### src/rtl/sb_keypad_ctrl.sv
// sb_keypad_ctrl: 4x4 matrix keypad scanner with debounce and entry FSM.
// Column c is driven low for SCAN_DIV clocks; synchronised rows are sampled on
// the last clock of each column. A full scan yields a single scan code or
// "none". Debounced codes drive an entry FSM that produces one-cycle strobes
// for the float converter (key_vld/state/but_num) and the operator unit.
module sb_keypad_ctrl #(
  parameter int SCAN_DIV = 1000,
  parameter int DEBOUNCE = 4
) (
  input  logic       clk,
  input  logic       rst_n,
  output logic [3:0] col_n,
  input  logic [3:0] row_n,
  input  logic       clr,
  output logic       key_vld,
  output logic [1:0] state,
  output logic [3:0] but_num,
  output logic       op_vld,
  output logic [1:0] op,
  output logic       eq_vld
);

  localparam int DW = (SCAN_DIV > 2) ? $clog2(SCAN_DIV) : 1;
  localparam int CW = $clog2(DEBOUNCE + 1);

  typedef enum logic [1:0] {
    S_IDLE  = 2'd0,
    S_ENTRY = 2'd1,
    S_DONE  = 2'd2,
    S_REARM = 2'd3
  } fsm_t;

  // Digit value carried on but_num for a scan code; the dot maps to 4'hF.
  function automatic logic [3:0] key_value(input logic [3:0] code);
    case (code)
      4'd0:    key_value = 4'd1;
      4'd1:    key_value = 4'd2;
      4'd2:    key_value = 4'd3;
      4'd4:    key_value = 4'd4;
      4'd5:    key_value = 4'd5;
      4'd6:    key_value = 4'd6;
      4'd8:    key_value = 4'd7;
      4'd9:    key_value = 4'd8;
      4'd10:   key_value = 4'd9;
      4'd12:   key_value = 4'hF;
      4'd13:   key_value = 4'd0;
      default: key_value = 4'd0;
    endcase
  endfunction

  // Synchroniser and edge-detect registers
  logic [3:0] r_row_m, r_row_s;
  logic       r_clr_m, r_clr_s, r_clr_d;
  // Scan timing and per-scan accumulator
  logic [DW-1:0] r_div;
  logic [1:0]    r_col;
  logic [1:0]    r_hits;   // 0: nothing seen, 1: exactly one key, 2: several
  logic [3:0]    r_code;
  // Debounce tracking
  logic          r_last_vld;
  logic [3:0]    r_last_code;
  logic [CW-1:0] r_match;
  logic [CW-1:0] r_none;
  logic          r_armed;
  // Entry FSM
  fsm_t          r_fsm;
  logic          r_dot;
  logic [3:0]    r_frac;
  logic [3:0]    r_pend;

  logic          w_sample, w_scan_end, w_scan_hit, w_accept, w_clr_rise;
  logic [2:0]    w_low_cnt;
  logic [1:0]    w_low_row;
  logic [1:0]    w_hits;
  logic [3:0]    w_code;
  logic [CW-1:0] w_match_next;
  logic          w_is_op, w_is_eq, w_is_dot, w_is_num;
  logic [3:0]    w_val;

  assign w_sample   = (r_div == DW'(SCAN_DIV - 1));
  assign w_scan_end = w_sample && (r_col == 2'd3);
  assign w_scan_hit = (w_hits == 2'd1);
  assign w_clr_rise = r_clr_s && !r_clr_d;

  assign w_is_op  = (w_code[1:0] == 2'b11);
  assign w_is_eq  = (w_code == 4'd14);
  assign w_is_dot = (w_code == 4'd12);
  assign w_is_num = !w_is_op && !w_is_eq;
  assign w_val    = key_value(w_code);

  // Two-flop synchronisers for rows and clear, plus clear edge history.
  always_ff @(posedge clk or negedge rst_n) begin
    if (!rst_n) begin
      r_row_m <= 4'hF;
      r_row_s <= 4'hF;
      r_clr_m <= 1'b0;
      r_clr_s <= 1'b0;
      r_clr_d <= 1'b0;
    end else begin
      r_row_m <= row_n;
      r_row_s <= r_row_m;
      r_clr_m <= clr;
      r_clr_s <= r_clr_m;
      r_clr_d <= r_clr_s;
    end
  end

  // Count low rows in the current sample and remember which row was low.
  always_comb begin
    w_low_cnt = 3'd0;
    w_low_row = 2'd0;
    for (int r = 0; r < 4; r++) begin
      w_low_cnt = w_low_cnt + {2'b00, ~r_row_s[r]};
      if (!r_row_s[r]) begin
        w_low_row = 2'(r);
      end else begin
        w_low_row = w_low_row;
      end
    end
  end

  // Fold this column's sample into the running scan result.
  always_comb begin
    w_hits = r_hits;
    w_code = r_code;
    if (w_low_cnt == 3'd1) begin
      if (r_hits == 2'd0) begin
        w_hits = 2'd1;
        w_code = {w_low_row, r_col};
      end else begin
        w_hits = 2'd2;
      end
    end else if (w_low_cnt != 3'd0) begin
      w_hits = 2'd2;
    end else begin
      w_hits = r_hits;
    end
  end

  // Length of the identical-code run including this scan.
  always_comb begin
    if (r_last_vld && (r_last_code == w_code)) begin
      w_match_next = r_match + CW'(1);
    end else begin
      w_match_next = CW'(1);
    end
  end

  assign w_accept = w_scan_end && w_scan_hit && r_armed &&
                    (w_match_next == CW'(DEBOUNCE));

  // Column timing, column drive and scan accumulation.
  always_ff @(posedge clk or negedge rst_n) begin
    if (!rst_n) begin
      r_div  <= '0;
      r_col  <= 2'd0;
      col_n  <= 4'b1110;
      r_hits <= 2'd0;
      r_code <= 4'd0;
    end else if (w_sample) begin
      r_div <= '0;
      r_col <= r_col + 2'd1;
      col_n <= {col_n[2:0], col_n[3]};
      if (r_col == 2'd3) begin
        r_hits <= 2'd0;
        r_code <= 4'd0;
      end else begin
        r_hits <= w_hits;
        r_code <= w_code;
      end
    end else begin
      r_div <= r_div + DW'(1);
    end
  end

  // Debounce: accept after DEBOUNCE identical scans, re-arm after DEBOUNCE empty scans.
  always_ff @(posedge clk or negedge rst_n) begin
    if (!rst_n) begin
      r_last_vld  <= 1'b0;
      r_last_code <= 4'd0;
      r_match     <= '0;
      r_none      <= '0;
      r_armed     <= 1'b1;
    end else if (w_scan_end) begin
      if (w_scan_hit) begin
        r_last_vld  <= 1'b1;
        r_last_code <= w_code;
        r_none      <= '0;
        if (w_accept) begin
          r_armed <= 1'b0;
          r_match <= '0;
        end else if (r_armed) begin
          r_match <= w_match_next;
        end else begin
          r_match <= '0;
        end
      end else begin
        r_last_vld <= 1'b0;
        r_match    <= '0;
        if (r_armed) begin
          r_none <= '0;
        end else if ((r_none + CW'(1)) >= CW'(DEBOUNCE)) begin
          r_armed <= 1'b1;
          r_none  <= '0;
        end else begin
          r_none <= r_none + CW'(1);
        end
      end
    end
  end

  // Entry FSM with registered strobes; clear outranks a same-cycle key.
  always_ff @(posedge clk or negedge rst_n) begin
    if (!rst_n) begin
      r_fsm   <= S_IDLE;
      r_dot   <= 1'b0;
      r_frac  <= 4'd0;
      r_pend  <= 4'd0;
      key_vld <= 1'b0;
      state   <= 2'b00;
      but_num <= 4'd0;
      op_vld  <= 1'b0;
      op      <= 2'b00;
      eq_vld  <= 1'b0;
    end else begin
      key_vld <= 1'b0;
      op_vld  <= 1'b0;
      eq_vld  <= 1'b0;
      if (w_clr_rise) begin
        r_fsm   <= S_IDLE;
        r_dot   <= 1'b0;
        r_frac  <= 4'd0;
        key_vld <= 1'b1;
        state   <= 2'b00;
      end else if (r_fsm == S_REARM) begin
        key_vld <= 1'b1;
        state   <= 2'b01;
        but_num <= r_pend;
        r_fsm   <= S_ENTRY;
      end else if (w_accept) begin
        case (r_fsm)
          S_IDLE: begin
            if (w_is_num) begin
              r_fsm   <= S_ENTRY;
              key_vld <= 1'b1;
              state   <= 2'b01;
              but_num <= w_val;
              r_dot   <= w_is_dot;
              r_frac  <= 4'd0;
            end else begin
              op_vld <= w_is_op;
              eq_vld <= w_is_eq;
              if (w_is_op) op <= w_code[3:2];
            end
          end
          S_ENTRY: begin
            if (w_is_dot) begin
              if (!r_dot) begin
                key_vld <= 1'b1;
                state   <= 2'b01;
                but_num <= 4'hF;
                r_dot   <= 1'b1;
              end
            end else if (w_is_num) begin
              if (!r_dot) begin
                key_vld <= 1'b1;
                state   <= 2'b01;
                but_num <= w_val;
              end else if (r_frac < 4'd8) begin
                key_vld <= 1'b1;
                state   <= 2'b01;
                but_num <= w_val;
                r_frac  <= r_frac + 4'd1;
              end
            end else begin
              r_fsm   <= S_DONE;
              key_vld <= 1'b1;
              state   <= 2'b11;
              op_vld  <= w_is_op;
              eq_vld  <= w_is_eq;
              if (w_is_op) op <= w_code[3:2];
            end
          end
          S_DONE: begin
            if (w_is_num) begin
              r_fsm   <= S_REARM;
              key_vld <= 1'b1;
              state   <= 2'b00;
              r_pend  <= w_val;
              r_dot   <= w_is_dot;
              r_frac  <= 4'd0;
            end else begin
              op_vld <= w_is_op;
              eq_vld <= w_is_eq;
              if (w_is_op) op <= w_code[3:2];
            end
          end
          default: r_fsm <= S_IDLE;
        endcase
      end
    end
  end

endmodule
### config.mk
export PLATFORM = sky130hd
export DESIGN_NAME = sb_keypad_ctrl
export DESIGN_NICKNAME = d
export VERILOG_FILES = /design/src/rtl/sb_keypad_ctrl.sv
export SDC_FILE = /design/constraint.sdc
export NUM_CORES = 1
export LEC_CHECK = 0
export BUFFER_PORTS_ARGS = -buffer_cell sky130_fd_sc_hd__buf_2
export CELL_PAD_IN_SITES_DETAIL_PLACEMENT = 0
export CELL_PAD_IN_SITES_GLOBAL_PLACEMENT = 1
export CORE_ASPECT_RATIO = 1.75
export CORE_MARGIN = 2
export CORE_UTILIZATION = 43
export DETAILED_ROUTE_END_ITERATION = 12
export PLACE_DENSITY_LB_ADDON = 0.1
export SETUP_SLACK_MARGIN = 0.05
export SKIP_LAST_GASP = 1
export SLEW_MARGIN = 20
export SYNTH_ARGS = -nofsm -noshare
export SYNTH_HDL_FRONTEND = slang
export SYNTH_SLANG_ARGS = --single-unit
### constraint.sdc
create_clock -name clk -period 4 [get_ports clk]
set_input_delay 0.2 -clock clk [delete_from_list [all_inputs] [get_ports clk]]
set_output_delay 0.2 -clock clk [all_outputs]
set_load 0.05 [all_outputs]
==> out/results.md, run 1 <==
| Item | This run | Unit |
|---|---|---|
| Result of the run | complete, but fails checks | - |
| Failing checks | setup timing | - |
| Detail Route Antenna Nets | 0 | - |
| Bufs on Longest Clock Path | 2 | - |
| Count of distinct cell types in the synthesized netlist | 60 | - |
| Net count, final | 440 | - |
| Worst slack, placed | -52.7 | ps |
| Final Power | 0.00175 | W |
| Cell count after synthesis | 356 | - |
| Vias post-DR | 2842 | - |
| Number of H-tree levels | 3 | - |
| Worst Setup End Kind | register | - |
| Number of nets in the synthesized netlist | 383 | - |
| Placer's final routability congestion estimate | 0.843 | - |
| Synth Cell Area | 3590 | sq um |
| Req. time, crit path | 4260 | ps |
| Post-synth ARST share | 100 | % |
| Detailed-route wire length per cell | 17.0 | um |
| Vertical die dimension | 125 | um |
| Startpoint class of the critical path | register | - |
| Number of setup violations in the final report | 1 | - |
| Worst Tran Pin Value | 791 | ps |
| Yosys warning total | 0 | - |
| Ant diodes | 0 | - |
| Post-route cell area | 4480 | sq um |
| Sink Count | 67 | - |
| Register-to-register setup slack | -5 | ps |
| Wire length of the first global-routing pass | 14.4 | mm |
| Met3 routed wirelength | 171 | um |
| Most common cell after layout, fill and taps aside | sky130_fd_sc_hd__dfrtp_1 | - |
| Syn-to-layout area delta | 24.9 | % |
| Arr. time, crit path | 4270 | ps |
| Number of antenna violations at the first check in global routing | 0 | - |
| Std-Cell Rows | 44 | - |
| Worst setup skew after layout | 5.83 | ps |
| Power density of the placed cells | 390 | nW/um^2 |
| Met1 WL | 3.13 | mm |
| Register area share after synthesis | 47.2 | % |
| Worst hold-check path type | reg2reg | - |
| Core Area | 8200 | sq um |
| Number of max-slew violations in the final report | 0 | - |
| Final hold viol count | 0 | - |
| Headroom to the max-slew limit | 47.0 | % |
| Total clock buffers created by CTS | 9 | - |
| DRC violations left | 0 | - |
| Clock latency on the worst-skew pair | 330 | ps |
| TritonCTS clock tree | done | - |
| Floorplan die area | 9110 | sq um |
| Pin count of the biggest net entering global routing | 37 | - |
| Wire length after detailed routing | 8.66 | mm |
| Most frequent cells in the layout | sky130_fd_sc_hd__dfrtp_1, sky130_fd_sc_hd__nand2_1, sky130_fd_sc_hd__buf_4 | - |
| Number of enable-type register cells in the synthesized netlist | 0 | - |
| Initial DRC count | 90 | - |
| Effective utilization at floorplan | 43.7 | % |
| Critical path's largest stage delay | 540 | ps |
| CP max-delay cell | sky130_fd_sc_hd__dfstp_2 | - |
| Number of port buffers | 21 | - |
| Cell seen most often among critical-path stages | sky130_fd_sc_hd__ha_4 | - |
| Overall track demand over capacity in global routing | 20.9 | % |
| Synth Register Bits | 67 | - |
| Max_cap viols | 0 | - |
| Number of global-route vias before repair | 2958 | - |
| Setup ws final | -5.44 | ps |
| Via density per instance | 5.57 | - |
| Setup repair after global routing missed its margin | true | - |
| Category of cells accounting for the largest share of critical-path delay | simple AND/OR/NAND/NOR gates | - |
| Worst voltage drop across the vdd grid | 0.000228 | V |
| First-pass iteration count of the detailed router | 4 | - |
| Crit path cell chain | fa_1 -> inv_1 -> ha_2 -> ha_4 -> or3_4 -> nor2_8 -> nor2_2 -> a21o_1 -> ha_4 -> inv_2 -> nor2_1 -> a221o_1 -> mux2_2 -> and4bb_4 -> or4b_4 -> a21oi_2 | - |
| Top-level I/O count | 22 | - |
| Fraction of the cycle the final worst path needs | 100 | % |
| Overflow after GRT | 0 | - |
| Fraction of final layout cells sized beyond drive strength 1 | 25.8 | % |
| Crit path max fanout | 4 | - |
| Root cell of the clock tree | sky130_fd_sc_hd__clkbuf_16 | - |
| Detail Route met2 WL | 4.94 | mm |
| Average footprint of a synthesized cell | 10.1 | sq um |
| Buffers and inverters on the worst path | 2 | - |
| Final critical delay including setup and external delays | 4010 | ps |
| Width of the die | 73.0 | um |
| Static power due to leakage | 2.05 | nW |
| Worst-path clk slew | 60 | ps |
| Top routing layer used | met4 | - |
| Instance area at placement | 3970 | sq um |
| Final HPWL from detailed placement | 6.51 | mm |
| Maximum frequency from static timing analysis | 0.250 | GHz |
| Most used flip-flop cell after synthesis | sky130_fd_sc_hd__dfrtp_1 | - |
| Type of the setup path with the least slack | reg2reg | - |
## synthesized netlist by cell type (4+ instances only)
master | n | area [sq um]
sky130_fd_sc_hd__and2_1 | 5 | 31.3
sky130_fd_sc_hd__xnor2_1 | 5 | 43.8
sky130_fd_sc_hd__mux2_2 | 5 | 56.3
sky130_fd_sc_hd__xor2_1 | 5 | 43.8
sky130_fd_sc_hd__nand2_1 | 51 | 191
sky130_fd_sc_hd__nand3_1 | 10 | 50.1
sky130_fd_sc_hd__a21oi_1 | 12 | 60.1
sky130_fd_sc_hd__nor3b_1 | 4 | 30.0
sky130_fd_sc_hd__dfstp_2 | 12 | 315
sky130_fd_sc_hd__inv_1 | 21 | 78.8
sky130_fd_sc_hd__clkbuf_1 | 6 | 22.5
sky130_fd_sc_hd__a211oi_1 | 6 | 45.0
sky130_fd_sc_hd__dfrtp_1 | 55 | 1380
sky130_fd_sc_hd__nor3_1 | 6 | 30.0
sky130_fd_sc_hd__ha_1 | 19 | 238
sky130_fd_sc_hd__nor2_1 | 23 | 86.3
sky130_fd_sc_hd__mux2i_1 | 6 | 60.1
sky130_fd_sc_hd__a31oi_1 | 6 | 37.5
sky130_fd_sc_hd__o21ai_0 | 22 | 110
sky130_fd_sc_hd__mux2_1 | 8 | 90.1
sky130_fd_sc_hd__nand2b_1 | 6 | 37.5
sky130_fd_sc_hd__o41ai_1 | 5 | 43.8
sky130_fd_sc_hd__nor2b_1 | 4 | 25.0
## layer usage
| layer | vias up | track usage, % |
|---|---|---|
| met5 | - | 0 |
| met4 | 0 | 12.6 |
| met3 | 24 | 4.13 |
| met2 | 35 | 37.3 |
| met1 | 1411 | 21.3 |
| li1 | 1372 | - |
## repair_timing
item | CTS | global route
buffers inserted | 1 | 3
cloned | 0 | 1
hold buffers | 6 | 0
endpoints found under the hold margin | 35 | 0
resized for setup | 1 | 16
pin swaps | 0 | 4
setup endpoints to repair | 9 | 12
## flip-flops by register name, summed over array words and instances, names as in the netlist, 4 cells and up
name and count:
r_pend 4, r_div 10, r_row_m 4, col_n 4
r_last_code 4, r_frac 4, r_row_s 4, but_num 4
r_code 4
## power breakdown
group | total (W) | internal (W) | switching (W)
Combinational | 0.000186 | 0.0000731 | 0.000113
Clock | 0.000868 | 0.000583 | 0.000285
Sequential | 0.000693 | 0.000689 | 0.00000375
Total | 0.00175 | 0.00135 | 0.000402
## final cells by class
class	count	area, sq um
timing repair buffer	57	392
clock inverter	1	5.00
fill	762	3720
sequential	67	1690
tap	92	115
multi-input combinational	257	1860
inverter	21	78.8
clock buffer	15	342
## per-stage QoR
| stage | utilization [%] | setup TNS, ps | instances | hold WS (ps) |
|---|---|---|---|---|
| 2_1_floorplan | - | -80.1 | 356 | -95.6 |
| 3_3_place_gp | 48.3 | 0 | 483 | 304 |
| 3_5_place_dp | 48.3 | -99.2 | 483 | 307 |
| 4_1_cts | 53.4 | 0 | 506 | 351 |
| 5_1_grt | 54.6 | -357 | 510 | 357 |
| 6_report | 54.6 | -5.44 | 510 | 347 |
## path summary, 6_finish.rpt
check	start	endpoint	depth (start not counted)
worst min register to register	r_clr_m$_DFF_PN0_	r_clr_s$_DFF_PN0_	0
worst max-delay path	r_row_s[1]$_DFF_PN1_	r_frac[0]$_DFFE_PN0P_	16
worst max register to register	r_row_s[1]$_DFF_PN1_	r_frac[0]$_DFFE_PN0P_	16
worst min-delay path	r_clr_m$_DFF_PN0_	r_clr_s$_DFF_PN0_	0
min in group asynchronous	rst_n	r_clr_s$_DFF_PN0_	2
max in group asynchronous	rst_n	col_n[1]$_DFFE_PN1N_	3
## kinds of logic (layout without fill, tap and decap cells)
kind of cell	count (synthesis)	in the layout	share of synthesized area (%)
and+or+nand+nor	130	130	18.7
muxes	19	19	5.76
buffers and inverters	32	94	3.66
DFF	67	67	47.2
xor gates and xnor gates	10	10	2.44
adders and majority gates	20	20	7.19
AOI/OAI and AO/OA	78	78	15.0
No activity file was read; power rests on OpenSTA's default activity.
==> run 2, diff against run 1 <==
--- a/config.mk
+++ b/config.mk
@@ -9,7 +9,7 @@
 export CELL_PAD_IN_SITES_DETAIL_PLACEMENT = 0
 export CELL_PAD_IN_SITES_GLOBAL_PLACEMENT = 1
 export CORE_ASPECT_RATIO = 1.75
-export CORE_MARGIN = 2
+export CORE_MARGIN = 1
 export CORE_UTILIZATION = 43
 export DETAILED_ROUTE_END_ITERATION = 12
 export PLACE_DENSITY_LB_ADDON = 0.1
==> out/results.md, run 2 (synthesized netlist as in run 1, its figures left out) <==
| Item | This run | Unit | Delta |
|---|---|---|---|
| Most frequent cells in the layout | sky130_fd_sc_hd__dfrtp_1, sky130_fd_sc_hd__nand2_1, sky130_fd_sc_hd__buf_4 | - |  |
| Final critical delay including setup and external delays | 3970 | ps | -31.3 ps |
| Startpoint class of the critical path | register | - |  |
| First-pass iteration count of the detailed router | 6 | - | +2 |
| Clock latency on the worst-skew pair | 330 | ps | about the same |
| Initial DRC count | 89 | - | -1.1% |
| Power density of the placed cells | 363 | nW/um^2 | -6.8% |
| Fraction of final layout cells sized beyond drive strength 1 | 26.1 | % | +0.24 points |
| Number of setup violations in the final report | 0 | - | -1 |
| Max_cap viols | 0 | - | unchanged |
| Setup repair after global routing missed its margin | true | - |  |
| Via density per instance | 5.55 | - | -0.38% |
| Sink Count | 67 | - | unchanged |
| Type of the setup path with the least slack | reg2reg | - |  |
| Setup ws final | 25.9 | ps | +31.3 ps |
| Pin count of the biggest net entering global routing | 37 | - | unchanged |
| Final total negative setup slack | 0 | ps | +5.44 ps |
| Fraction of the cycle the final worst path needs | 99.4 | % | -0.78 points |
| Worst Tran Pin Value | 754 | ps | -37.0 ps |
| Register name with the most flops | r_div | - |  |
| Number of antenna violations at the first check in global routing | 0 | - | unchanged |
| Effective utilization at floorplan | 44.7 | % | +1.0 points |
| Net count, final | 440 | - | unchanged |
| Overall track demand over capacity in global routing | 21.9 | % | +1.0 points |
| Number of flip-flops in the largest register | 10 | - | unchanged |
| Std-Cell Rows | 43 | - | -2.3% |
| Req. time, crit path | 4250 | ps | about the same |
| Final HPWL from detailed placement | 6.46 | mm | -0.66% |
| Number of port buffers | 21 | - | unchanged |
| Wire length of the first global-routing pass | 14.1 | mm | -1.9% |
| Bufs on Longest Clock Path | 2 | - | unchanged |
| Number of inserted filler cells in the final layout | 748 | - | -1.8% |
| Top-level I/O count | 22 | - | unchanged |
| Syn-to-layout area delta | 23.6 | % |  |
| Placer's final routability congestion estimate | 0.874 | - | +3.7% |
| Overflow after GRT | 0 | - | unchanged |
| Final hold viol count | 0 | - | unchanged |
| Ant diodes | 0 | - | unchanged |
| Number of max-slew violations in the final report | 0 | - | unchanged |
| TritonCTS clock tree | done | - |  |
| Detailed-route wire length per cell | 17.1 | um | +0.86% |
| Total clock buffers created by CTS | 9 | - | unchanged |
| Worst hold-check path type | reg2reg | - |  |
| Most common cell after layout, fill and taps aside | sky130_fd_sc_hd__dfrtp_1 | - |  |
| Root cell of the clock tree | sky130_fd_sc_hd__clkbuf_16 | - |  |
| Vertical die dimension | 123 | um | -1.6% |
| Number of global-route vias before repair | 2864 | - | -3.2% |
| Worst slack, placed | -48.5 | ps | +4.20 ps |
| Detail Route Antenna Nets | 0 | - | unchanged |
| Static power due to leakage | 2.03 | nW | -1.1% |
| Combined area of the multi-input logic cells | 1880 | sq um | +1.3% |
| DRC violations left | 0 | - | unchanged |
| Number of H-tree levels | 3 | - | unchanged |
| Worst voltage drop across the vdd grid | 0.000286 | V | +25% |
| Worst-path clk slew | 50 | ps | about the same |
| Maximum frequency from static timing analysis | 0.252 | GHz | +0.79% |
| Floorplan die area | 8720 | sq um | -4.3% |
| Wire length after detailed routing | 8.70 | mm | +0.46% |
| Placed cell count | 480 | - | -0.62% |
| Non-filler cells in the finished layout | 508 | - | -0.39% |
| Result of the run | completed | - |  |
| Width of the die | 71.0 | um | -2.7% |
| Headroom to the max-slew limit | 49.7 | % | +2.7 points |
| Vias post-DR | 2820 | - | -0.77% |
| Crit path max fanout | 4 | - | unchanged |
| Worst setup skew after layout | 5.05 | ps | -0.780 ps |
| Register area | 1690 | sq um | unchanged |
| Core Area | 8020 | sq um | -2.3% |
| Worst Setup End Kind | register | - |  |
| Arr. time, crit path | 4230 | ps | -40 ps |
-- run 2: cell types whose count changed in the layout (fill, tap and decap cells not counted), moves of 3 or more --
| cell | delta |
|---|---|
| sky130_fd_sc_hd__mux2_1 | -3 |
| sky130_fd_sc_hd__mux2_4 | +4 |
| sky130_fd_sc_hd__clkbuf_1 | +3 |
| sky130_fd_sc_hd__clkbuf_16 | -3 |
-- run 2: per-layer routing --
layer | wire length (um) | GRT usage, %
met3 | 176 | 3.69
met5 | 0 | 0
met1 | 3160 | 21.6
met2 | 4990 | 42.4
met4 | 371 | 12.1
-- run 2: area by class of cell --
cell class,instances,area share (%)
clock buffer,14,5.96
clock inverter,2,0.226
inverter,21,1.78
multi-input combinational,257,42.4
sequential,67,38.2
tap,90,2.54
timing repair buffer,57,8.89
-- run 2: worst paths after layout --
check                                      from                    end  slack [ps]  depth (start not counted)
setup / recovery           r_row_s[1]$_DFF_PN1_  r_frac[0]$_DFFE_PN0P_          30                         16
hold / removal             r_row_m[1]$_DFF_PN1_   r_row_s[1]$_DFF_PN1_         350                          0
setup reg to reg           r_row_s[1]$_DFF_PN1_  r_frac[0]$_DFFE_PN0P_          30                         16
hold reg to reg            r_row_m[1]$_DFF_PN1_   r_row_s[1]$_DFF_PN1_         350                          0
max in group asynchronous                 rst_n   col_n[3]$_DFFE_PN1N_        2560                          3
min in group asynchronous                 rst_n      r_clr_d$_DFF_PN0_         470                          2
-- run 2: critical path, cell delays in order, from the launching register on --
cell                       delay (ps)
sky130_fd_sc_hd__dfstp_2          540
sky130_fd_sc_hd__fa_1             410
sky130_fd_sc_hd__inv_1             70
sky130_fd_sc_hd__ha_2             180
sky130_fd_sc_hd__ha_4             200
sky130_fd_sc_hd__or3_4            360
sky130_fd_sc_hd__nor2_8           140
sky130_fd_sc_hd__nor2_2            40
sky130_fd_sc_hd__a21o_1           220
sky130_fd_sc_hd__ha_4             200
sky130_fd_sc_hd__inv_2             50
sky130_fd_sc_hd__nor2_1            40
sky130_fd_sc_hd__a221o_1          330
sky130_fd_sc_hd__mux2_4           270
sky130_fd_sc_hd__and4bb_4         300
sky130_fd_sc_hd__or4b_1           430
sky130_fd_sc_hd__a21oi_1          130
-- run 2: per-stage QoR --
stage	utilization (%)	power [W]	hold slack, ps	area [sq um]
2_1_floorplan	-	0.000813	-95.6	3610
3_3_place_gp	49.3	0.000886	303	3960
3_5_place_dp	49.3	0.000888	306	3960
4_1_cts	53.8	0.00163	354	4310
5_1_grt	55.3	0.00167	358	4430
6_report	55.3	0.00161	354	4430
-- run 2: what timing repair did --
action,4_1_cts,5_1_grt
hold buffers,6,0
endpoints found under the setup margin,8,11
pin swaps,0,6
resized for setup,1,23
cloned,0,0
hold endpoints to repair,35,0
buffers inserted,2,4
-- run 2: report_power, final --
group | switching, W | internal (W)
clock | 0.000272 | 0.000451
combinational | 0.000116 | 0.0000765
sequential | 0.00000400 | 0.000690
total | 0.000392 | 0.00122
==> run 3, diff against run 2 <==
==> constraint.sdc (replaced) <==
create_clock -name clk -period 4 [get_ports clk]
set_input_delay 0.8 -clock clk [delete_from_list [all_inputs] [get_ports clk]]
set_output_delay 0.8 -clock clk [all_outputs]
set_load 0.05 [all_outputs]
==> out/results.md, run 3 (synthesized netlist as in run 1, its figures left out) <==
| Item | This run | Unit | Delta |
|---|---|---|---|
| Effective utilization at floorplan | 44.7 | % | unchanged |
| Worst voltage drop across the vdd grid | 0.000259 | V | -9.3% |
| Crit path max fanout | 4 | - | unchanged |
| CP max-delay cell | sky130_fd_sc_hd__dfstp_2 | - |  |
| Number of setup violations in the final report | 0 | - | unchanged |
| Syn-to-layout area delta | 21.9 | % |  |
| Flop pwr share | 43.7 | % | +0.6 points |
| Maximum frequency from static timing analysis | 0.250 | GHz | -0.53% |
| Headroom to the max-slew limit | 50.0 | % | +0.23 points |
| Portion of total power attributed to the clock network | 44.9 | % | about the same |
| Number of buffers inserted by hold repair at cts | 0 | - | -6 |
| Placer's final routability congestion estimate | 0.873 | - | about the same |
| Category of cells accounting for the largest share of critical-path delay | simple AND/OR/NAND/NOR gates | - |  |
| Buffers and inverters on the worst path | 2 | - | unchanged |
| Number of global-route vias before repair | 2886 | - | +0.77% |
| Setup repair after global routing missed its margin | true | - |  |
| Number of H-tree levels | 3 | - | unchanged |
| Final critical delay including setup and external delays | 4000 | ps | +21.2 ps |
| Via density per instance | 5.66 | - | +1.9% |
| Root cell of the clock tree | sky130_fd_sc_hd__clkbuf_16 | - |  |
| TritonCTS clock tree | done | - |  |
| Wire length of the first global-routing pass | 13.9 | mm | -1.2% |
| Worst setup skew after layout | 5.65 | ps | +0.595 ps |
| First-pass iteration count of the detailed router | 6 | - | unchanged |
| Fraction of final layout cells sized beyond drive strength 1 | 26.6 | % | +0.56 points |
| Max_cap viols | 0 | - | unchanged |
| Wire length after detailed routing | 8.67 | mm | -0.32% |
| Number of flip-flops in the largest register | 10 | - | unchanged |
| Type of the setup path with the least slack | reg2reg | - |  |
| Number of max-slew violations in the final report | 0 | - | unchanged |
| Overflow after GRT | 0 | - | unchanged |
| Final HPWL from detailed placement | 6.41 | mm | -0.79% |
| Placed cell count | 479 | - | -0.21% |
| Sw frac | 24.8 | % | +0.44 points |
| Core Area | 8020 | sq um | unchanged |
| Internal Power | 0.00119 | W | -2.0% |
| Overall track demand over capacity in global routing | 21.3 | % | -0.59 points |
| Most frequent cells in the layout | sky130_fd_sc_hd__dfrtp_1, sky130_fd_sc_hd__nand2_1, sky130_fd_sc_hd__buf_4 | - |  |
| Std-Cell Rows | 43 | - | unchanged |
| Worst-path clk slew | 50 | ps | about the same |
| Floorplan die area | 8720 | sq um | unchanged |
| Combinational Power Share | 11.4 | % | -0.6 points |
| Vertical die dimension | 123 | um | unchanged |
| Total clock buffers created by CTS | 9 | - | unchanged |
| Req. time, crit path | 4250 | ps | about the same |
| Register name with the most flops | r_div | - |  |
| Initial DRC count | 147 | - | +65% |
| Final hold viol count | 0 | - | unchanged |
| Detailed-route wire length per cell | 17.2 | um | +0.67% |
| Arr. time, crit path | 4250 | ps | +20 ps |
| Clock latency on the worst-skew pair | 330 | ps | about the same |
| Startpoint class of the critical path | register | - |  |
| Non-filler cells in the finished layout | 503 | - | -0.98% |
| Most common cell after layout, fill and taps aside | sky130_fd_sc_hd__dfrtp_1 | - |  |
| Cell seen most often among critical-path stages | sky130_fd_sc_hd__ha_4 | - |  |
| Worst hold-check path type | reg2reg | - |  |
| Final core utilization | 54.5 | % | -0.75 points |
| Result of the run | completed | - |  |
| Bufs on Longest Clock Path | 2 | - | unchanged |
| Critical path's largest stage delay | 540 | ps | about the same |
| Detail Route Antenna Nets | 0 | - | unchanged |
| Net count, final | 435 | - | -1.1% |
| Ant diodes | 0 | - | unchanged |
| Number of port buffers | 21 | - | unchanged |
| DRC violations left | 0 | - | unchanged |
| Static power due to leakage | 2.00 | nW | -1.5% |
| Fraction of the cycle the final worst path needs | 99.9 | % | +0.53 points |
| Worst Tran Pin Value | 747 | ps | -6.86 ps |
| Top-level I/O count | 22 | - | unchanged |
| Number of antenna violations at the first check in global routing | 0 | - | unchanged |
| Sink Count | 67 | - | unchanged |
| Width of the die | 71.0 | um | unchanged |
| Power spent charging and discharging nets | 0.000394 | W | +0.34% |
| Worst Setup End Kind | register | - |  |
| Power density of the placed cells | 363 | nW/um^2 | about the same |
| Crit path cell chain | fa_1 -> inv_1 -> ha_2 -> ha_4 -> or3_4 -> nor2_8 -> nor2_2 -> a21o_4 -> ha_4 -> inv_2 -> nor2_1 -> a221o_1 -> mux2_4 -> and4bb_4 -> or4b_4 -> a21oi_2 | - |  |
| Vias post-DR | 2845 | - | +0.89% |
| Pin count of the biggest net entering global routing | 37 | - | unchanged |
run 3: changes by cell type in the layout (fill, tap and decap cells not counted), moves of 2 or more:
cell / change
sky130_fd_sc_hd__o21ai_1: -2
sky130_fd_sc_hd__dlygate4sd3_1: -6
sky130_fd_sc_hd__mux2_4: -2
sky130_fd_sc_hd__mux2_1: +2
sky130_fd_sc_hd__o21ai_0: +2
run 3: routing by layer:
metal | track usage (%) | share of wire, % | up-vias
met5 | 0 | 0 | -
met4 | 12.1 | 3.8 | 0
met3 | 3.86 | 2.0 | 21
met2 | 41.5 | 57 | 47
met1 | 20.6 | 37 | 1412
li1 | - | - | 1365
run 3: worst register-to-register path: cells and delay by family (launching register included):
kind | cells | cell delay (ps)
AO/OA/AOI/OAI | 3 | 690
adder cells (fa/ha/maj) | 4 | 970
buffers and inverters | 2 | 120
flip-flops | 1 | 540
multiplexers | 1 | 280
AND/OR/NAND/NOR | 6 | 1330
run 3: path summary, 6_finish.rpt:
path,cells past startpoint,to,start,slack (ps)
max,16,r_frac[0]$_DFFE_PN0P_,r_row_s[1]$_DFF_PN1_,5
max reg2reg,16,r_frac[0]$_DFFE_PN0P_,r_row_s[1]$_DFF_PN1_,5
min reg2reg,0,r_clr_s$_DFF_PN0_,r_clr_m$_DFF_PN0_,350
min,0,r_clr_s$_DFF_PN0_,r_clr_m$_DFF_PN0_,350
max in group asynchronous,2,col_n[3]$_DFFE_PN1N_,rst_n,2520
min in group asynchronous,1,r_clr_d$_DFF_PN0_,rst_n,530
run 3: per-stage QoR:
stage	TNS (ps)	cell area (sq um)	total power (W)	worst slack [ps]	hold slack [ps]
after floorplan	-80.1	3610	0.000813	-80.1	331
after global placement	0	3950	0.000878	17.4	335
after detailed placement	-132	3950	0.000880	-69.9	337
after CTS	-7.38	4230	0.00160	-7.38	350
after global routing	-107	4370	0.00165	-107	358
final	0	4370	0.00159	4.69	348
run 3: power groups by stage:
stage,combinational (W),clock [W],sequential [W]
floorplan,0.000102,0,0.000711
global placement,0.000174,0,0.000704
detailed placement,0.000175,0,0.000705
CTS,0.000177,0.000732,0.000693
global route,0.000200,0.000753,0.000694
finish,0.000181,0.000712,0.000693
run 3: final cells by class:
| class | count | area, sq um |
|---|---|---|
| flip-flops and latches | 67 | 1690 |
| well taps | 90 | 113 |
| fillers | 721 | 3640 |
| multi-input cells | 257 | 1880 |
| clock inverters | 3 | 17.5 |
| repair buffers | 52 | 339 |
| inverters | 21 | 78.8 |
| clock buffers | 13 | 250 |
run 3: what timing repair did:
item                                    CTS  global route
endpoints found under the setup margin    7            12
gates cloned                              0             1
resized for setup                         2            20
pin swaps                                 0             4
setup buffers                             1             6
